$ cat src/rtl/pipe_stall_ctrl.sv
// pipe_stall_ctrl: stall, bubble and flush sequencer for an in-order pipeline.
//
// The pipeline register at index NUM_STAGES-1 is IF (upstream) and index 0
// is WB (downstream). The block freezes every register at and above the
// lowest stalled stage and inserts a bubble just below it. It also squashes
// wrong-path stages on a taken branch, deferring the squash while the lower
// pipe is frozen. A small FSM drains, flushes and refills the pipe when an
// exception commits at EXC_IDX.
//
// Optional feature: define macro STALL_PERF_EN to build a saturating 32-bit
// counter of cycles where IF is frozen. Without it, stall_cnt is tied to 0.
//
// Ports:
//   clk          in   sole clock, rising edge
//   reset        in   synchronous, active-high
//   stall_req    in   per-stage busy request (bit i = stage i)
//   ld_valid     in   producer slot j holds an in-flight load
//   ld_dest      in   producer slot j load destination (slot 0 in LSBs)
//   id_rs, id_rt in   decode source register specifiers
//   branch_taken in   redirect resolved below decode
//   exp_detect   in   exception detected at EXC_IDX
//   en           out  pipeline register advance enables
//   bubble       out  load a NOP into register i this cycle
//   redirect     out  one-cycle fetch redirect after an exception flush
//   state        out  FSM state (0 IDLE, 1 PEND, 2 FLUSH, 3 REFILL)
//   stall_cnt    out  IF-frozen cycle counter (STALL_PERF_EN only)
module pipe_stall_ctrl #(
  parameter int NUM_STAGES = 5,
  parameter int REG_W      = 5,
  parameter int LD_CHK     = 2,
  parameter int ID_IDX     = NUM_STAGES - 2,
  parameter int EXC_IDX    = 1,
  parameter int FLUSH_CYC  = 1
) (
  input  logic                      clk,
  input  logic                      reset,
  input  logic [NUM_STAGES-1:0]     stall_req,
  input  logic [LD_CHK-1:0]         ld_valid,
  input  logic [LD_CHK*REG_W-1:0]   ld_dest,
  input  logic [REG_W-1:0]          id_rs,
  input  logic [REG_W-1:0]          id_rt,
  input  logic                      branch_taken,
  input  logic                      exp_detect,
  output logic [NUM_STAGES-1:0]     en,
  output logic [NUM_STAGES-1:0]     bubble,
  output logic                      redirect,
  output logic [1:0]                state,
  output logic [31:0]               stall_cnt
);

  typedef enum logic [1:0] {
    ST_IDLE   = 2'd0,
    ST_PEND   = 2'd1,
    ST_FLUSH  = 2'd2,
    ST_REFILL = 2'd3
  } state_t;

  localparam logic [NUM_STAGES-1:0] ZERO_V = {NUM_STAGES{1'b0}};
  localparam logic [NUM_STAGES-1:0] ONES_V = {NUM_STAGES{1'b1}};
  localparam logic [NUM_STAGES-1:0] ONE_V  = {{(NUM_STAGES-1){1'b0}}, 1'b1};
  // Stages 0..ID_IDX: a stall here blocks a branch squash.
  localparam logic [NUM_STAGES-1:0] LOW_MASK    = (ONE_V << (ID_IDX + 1)) - ONE_V;
  // Wrong-path stages on a taken branch: ID_IDX-1 and everything above.
  localparam logic [NUM_STAGES-1:0] BR_MASK     = ~((ONE_V << (ID_IDX - 1)) - ONE_V);
  // Stages below the exception point must drain before flushing.
  localparam logic [NUM_STAGES-1:0] EXC_LO_MASK = (ONE_V << EXC_IDX) - ONE_V;
  localparam logic [NUM_STAGES-1:0] EXC_HI_MASK = ~EXC_LO_MASK;
  localparam logic [3:0]            FLUSH_LAST  = 4'(FLUSH_CYC - 1);

  state_t                  state_r, state_nx_s;
  logic                    br_pend_r, br_pend_nx_s;
  logic [3:0]              flush_cnt_r, flush_cnt_nx_s;
  logic                    load_use_s;
  logic [NUM_STAGES-1:0]   eff_stall_s, low_bit_s, idle_en_s, idle_bub_s, br_bub_s;
  logic                    stall_low_s, exc_clr_s;
  logic [NUM_STAGES-1:0]   en_s, bubble_s;
  logic                    redirect_s;

  // Load-use hazard: a pending load writes a non-zero register that decode reads.
  always_comb begin
    load_use_s = 1'b0;
    for (int j = 0; j < LD_CHK; j++) begin
      if (ld_valid[j] && (ld_dest[j*REG_W +: REG_W] != {REG_W{1'b0}}) &&
          ((ld_dest[j*REG_W +: REG_W] == id_rs) || (ld_dest[j*REG_W +: REG_W] == id_rt))) begin
        load_use_s = 1'b1;
      end else begin
        load_use_s = load_use_s;
      end
    end
  end

  // Stall front, branch squash mask and drain condition.
  // low_bit_s isolates the lowest stalled stage s; subtracting one yields
  // the enables for every stage below s, and all ones when nothing stalls.
  always_comb begin
    eff_stall_s = stall_req | (load_use_s ? (ONE_V << ID_IDX) : ZERO_V);
    low_bit_s   = eff_stall_s & (~eff_stall_s + ONE_V);
    idle_en_s   = low_bit_s - ONE_V;
    idle_bub_s  = low_bit_s >> 1'b1;
    stall_low_s = |(eff_stall_s & LOW_MASK);
    exc_clr_s   = ~|(stall_req & EXC_LO_MASK);
    // Squash now if the lower pipe moves; frozen stages keep their content.
    if (!stall_low_s && (branch_taken || br_pend_r)) begin
      br_bub_s = BR_MASK & idle_en_s;
    end else begin
      br_bub_s = ZERO_V;
    end
  end

  // Next-state and output decode; reset forces a free-running pipe.
  always_comb begin
    state_nx_s     = state_r;
    br_pend_nx_s   = br_pend_r;
    flush_cnt_nx_s = flush_cnt_r;
    en_s           = ONES_V;
    bubble_s       = ZERO_V;
    redirect_s     = 1'b0;
    case (state_r)
      ST_IDLE: begin
        en_s = idle_en_s;
        if (exp_detect) begin
          // Exception wins: a same-cycle branch is dropped.
          bubble_s       = idle_bub_s;
          flush_cnt_nx_s = 4'd0;
          state_nx_s     = exc_clr_s ? ST_FLUSH : ST_PEND;
        end else begin
          bubble_s     = idle_bub_s | br_bub_s;
          br_pend_nx_s = stall_low_s ? (br_pend_r | branch_taken) : 1'b0;
        end
      end
      ST_PEND: begin
        en_s = ZERO_V;
        if (exc_clr_s) begin
          flush_cnt_nx_s = 4'd0;
          state_nx_s     = ST_FLUSH;
        end else begin
          state_nx_s = ST_PEND;
        end
      end
      ST_FLUSH: begin
        en_s         = ONES_V;
        bubble_s     = EXC_HI_MASK;
        br_pend_nx_s = 1'b0;
        if (flush_cnt_r == FLUSH_LAST) begin
          flush_cnt_nx_s = 4'd0;
          state_nx_s     = ST_REFILL;
        end else begin
          flush_cnt_nx_s = flush_cnt_r + 4'd1;
        end
      end
      ST_REFILL: begin
        en_s         = idle_en_s;
        bubble_s     = idle_bub_s | br_bub_s;
        redirect_s   = 1'b1;
        br_pend_nx_s = stall_low_s ? (br_pend_r | branch_taken) : 1'b0;
        state_nx_s   = ST_IDLE;
      end
      default: begin
        state_nx_s = ST_IDLE;
      end
    endcase

    if (reset) begin
      en       = ONES_V;
      bubble   = ZERO_V;
      redirect = 1'b0;
    end else begin
      en       = en_s;
      bubble   = bubble_s;
      redirect = redirect_s;
    end
  end

  // State, pending-branch flag and flush hold counter.
  always_ff @(posedge clk) begin
    if (reset) begin
      state_r     <= ST_IDLE;
      br_pend_r   <= 1'b0;
      flush_cnt_r <= 4'd0;
    end else begin
      state_r     <= state_nx_s;
      br_pend_r   <= br_pend_nx_s;
      flush_cnt_r <= flush_cnt_nx_s;
    end
  end

  assign state = state_r;

`ifdef STALL_PERF_EN
  logic [31:0] stall_cnt_r;

  // Saturating count of cycles where IF cannot advance.
  always_ff @(posedge clk) begin
    if (reset) begin
      stall_cnt_r <= 32'd0;
    end else if (!en[NUM_STAGES-1] && (stall_cnt_r != 32'hFFFF_FFFF)) begin
      stall_cnt_r <= stall_cnt_r + 32'd1;
    end else begin
      stall_cnt_r <= stall_cnt_r;
    end
  end

  assign stall_cnt = stall_cnt_r;
`else
  assign stall_cnt = 32'd0;
`endif

endmodule

$ cat config.mk
export PLATFORM = sky130hd
export DESIGN_NAME = pipe_stall_ctrl
export DESIGN_NICKNAME = d
export VERILOG_FILES = /design/src/rtl/pipe_stall_ctrl.sv
export SDC_FILE = /design/constraint.sdc
export NUM_CORES = 1
export LEC_CHECK = 0
export CAP_MARGIN = 10
export CORE_ASPECT_RATIO = 1.2
export CORE_UTILIZATION = 25
export DETAILED_ROUTE_END_ITERATION = 12
export GPL_TIMING_DRIVEN = 0
export SYNTH_ARGS = -nofsm -noshare
export SYNTH_HDL_FRONTEND = slang
export SYNTH_SLANG_ARGS = --single-unit
$ cat constraint.sdc
create_clock -name clk -period 4.7 [get_ports clk]
set_input_delay 0.47 -clock clk [delete_from_list [all_inputs] [get_ports clk]]
set_output_delay 0.47 -clock clk [all_outputs]
set_load 0.02 [all_outputs]
==> results of run 1 <==
## registers in the layout, indices dropped and copies added (netlist names)
name and flops:
state 2, flush_cnt_r 4, br_pend_r 1
## power by group through the flow
| stage | Clock, mW | Sequential [mW] | Combinational (mW) |
|---|---|---|---|
| floorplan | 0 | 0.0755 | 0.141 |
| global route | 0.0928 | 0.0743 | 0.236 |
| global placement | 0 | 0.0739 | 0.217 |
| finish | 0.0878 | 0.0731 | 0.218 |
| CTS | 0.0920 | 0.0731 | 0.218 |
| detailed placement | 0 | 0.0740 | 0.218 |
## worst reg2reg max path, stage by stage, from the launching register on
cell and delay (ns):
dfxtp_1 0.43, inv_1 0.11, ha_1 0.27, nor2b_1 0.20, a211oi_1 0.46, nand4_1 0.17
xor2_1 0.15, nor2_1 0.05
## layer usage
layer	share of wire [%]	vias up
met5	0	-
met4	1.8	0
met3	11	5
met2	48	57
met1	40	517
li1	-	629
## metrics by stage
| stage | util (%) | instance area (sq um) | worst slack (ns) | instances | power (mW) |
|---|---|---|---|---|---|
| 2_1_floorplan | - | 1310 | 2.26 | 189 | 0.216 |
| 3_3_place_gp | 39.2 | 1800 | 1.35 | 289 | 0.291 |
| 3_5_place_dp | 39.2 | 1800 | 1.36 | 289 | 0.292 |
| 4_1_cts | 40.1 | 1840 | 1.36 | 293 | 0.383 |
| 5_1_grt | 40.1 | 1840 | 1.28 | 293 | 0.404 |
| 6_report | 40.1 | 1840 | 1.39 | 293 | 0.379 |
## cells by family after synthesis
family          after synthesis
fa+ha+maj                     6
flops                         7
xor+xnor                     23
simple gates                 39
mux                           1
compound gates               35
buf+inv                      46
other cells                   1
## layout make-up
type	count	area, sq um
flip-flops and latches	7	140
inverters	9	33.8
well taps	58	72.6
clock buffers	4	45.0
plain buffers	37	263
multi-input cells	136	870
fillers	504	2750
repair buffers	42	420
## final timing paths
path | end | slack [ns] | depth (start not counted)
worst max-delay path | bubble[4] | 1.39 | 6
worst min-delay path | flush_cnt_r[3]$_SDFFE_PP0P_ | 0.52 | 2
worst max register to register | flush_cnt_r[3]$_SDFFE_PP0P_ | 2.73 | 7
worst min register to register | flush_cnt_r[3]$_SDFFE_PP0P_ | 0.52 | 2
## layout by cell type, fill, tap and decap left out, types with 2 or more instances in the layout
cell,count
nor3_1,8
a21oi_1,6
conb_1,32
o31ai_1,2
nand2b_1,2
buf_4,32
xor2_1,22
clkbuf_8,3
o21ai_0,5
nand2_1,4
nor2_1,16
a211oi_1,3
clkbuf_1,3
dfxtp_1,7
o21bai_1,3
nor2b_1,3
ha_1,6
or3_1,2
buf_2,3
inv_1,9
clkdlybuf4s50_1,42
a21o_1,2
==> out/metrics.cfg, run 1 <==
[pwr]
clockPowerShare_pct=23.2
switching_share_pct=40.4
p_int_mw=0.226
p_switching_mw=0.153
ir_worst_vdd_uv=58.9
powerDensity_nw_per_um2=206
pwr-share-comb_pct=57.5
cellLeakagePower_nw=0.851
seq_power_share_pct=19.3

[setup_path]
critPathSlowestCell=clkdlybuf4s50_1
critPathRequiredTime_ns=4.23
crit-reg2reg-launch=state[0]$_SDFFE_PP0P_
crit_arrival_ns=2.84
critPathMaxStageDelay_ns=0.66
path_class=in -> out
path_delay_family=buffers and inverters
cpMostUsedCell=clkdlybuf4s50_1
cp-startpoint=ld_dest[6]
path_buf_inv=2
end_kind=primary output
crit_fanout=4
start_kind=primary input
crit_chain=clkdlybuf4s50_1 -> or4_4 -> o21ai_4 -> o221ai_2 -> o41ai_2 -> clkdlybuf4s50_1

[clocking]
cts_sinks=7
cts_made_buffers=3
cts-root-buf=clkbuf_8
insertion_delay_ns=0.23
path_clk_slew_ns=0.04
post_cts_buffers=0
cts_hold_buf=0
cts_max_path_buffers=2
h-tree-depth=1
cts_tree=done
cts_resized=0

[sta]
final-max-slew-violation-count=0
skew_ns=0.00244
timing.setup.tns_ns=0
fin_crit_sh_pct=70.4
tightest_slew_ns=0.492
hold-worst-slack_ns=0.519
rsz0062_at_grt=false
max_freq_mhz=302
slew_headroom_pct=67.0
hold_violations=0
setup_viol=0
period_needed_ns=3.31

[min_path]
hold_class=reg -> reg
hp-start=flush_cnt_r[3]$_SDFFE_PP0P_

[yosys]
synth_area_sq_um=1190
synth_area_per_cell_sq_um=7.53
yosys-top-cells-count=buf_4 (32), xor2_1 (22), nor2_1 (16)
yosysSeqAreaShare_pct=11.8
synthCells=158
synthAdderAreaFrac_pct=6.31
synth-async-reset-ratio_pct=0
synth_seq_cells=7
synthXorXnorAreaFrac_pct=16.9
synth_mux_area_share_pct=0.841
synth_compound_area_share_pct=22.8
synth_top_family_by_area=buffers and inverters
synth_edf_count=0
synth-simple-area-share_pct=16.1
yosys.area.top_type=buf_4
yosysUniqueCellTypes=40
yosysMostFrequentCell=buf_4
yosysTopAreaCellShare_pct=20.2
synth_top_flop_cell=dfxtp_1
synthTopCellsByArea=buf_4 (20%), xor2_1 (16%), dfxtp_1 (12%)
ys.warnings.count=0

[status]
status=finished, final reports clean

[global_routing]
grt_pass1_vias=1077
grt_remaining_overflow=0
grt_usage_pct=11.1
grt_max_degree=11
busiest_layer=met2
met1_usage_pct=10.9
grt_pass1_wl_mm=4.41
antenna_found_initial=0
grt_use_met3_pct=3.24
met2_usage_pct=20.7

[die]
die_x_um=65.0
dieArea_sq_um=5040
placementRows=27
die_y_um=77.6
core_sq_um=4590
ios=76
start_util_pct=25.9

[place]
dp_hpwl_mm=2.42
numPortBuffers=42
gp_congestion=0.783

[job]
cap_viol_max_count=0

[route]
drt_drc_violations_left=0
ant_nets=0
via_per_inst=4.12
vias=1208
drt_iter0_markers=13
totalWireLength_mm=2.84
post_drt_wl_per_cell_um=9.70
first_pass_iters=4

[final_layout]
area_growth_pct=55.0
drive_above_1_share_pct=19.1
diodes=0
final_nets=273

Note: power is estimated with default switching activity, not from simulation.
==> inputs of run 2 (changes only) <==
==> constraint.sdc (replaced) <==
create_clock -name clk -period 3.1 [get_ports clk]
set_input_delay 0.31 -clock clk [delete_from_list [all_inputs] [get_ports clk]]
set_output_delay 0.31 -clock clk [all_outputs]
set_load 0.02 [all_outputs]
==> results of run 2 <==
Same layout as run 1 (identical final DEF). Status: finished, final reports clean.
Main changes from that run: setup slack after placement 1.36 ns -> 0.0807 ns; setup slack after layout 1.39 ns -> 0.113 ns; hold slack 0.519 ns -> 0.504 ns; register-to-register setup slack 2.73 ns -> 1.13 ns; end point of the worst hold path flush_cnt_r[3]$_SDFFE_PP0P_ -> state[0]$_SDFFE_PP0P_; total power 0.379 mW -> 0.575 mW; worst IR drop on VDD 58.9 uV -> 89.2 uV
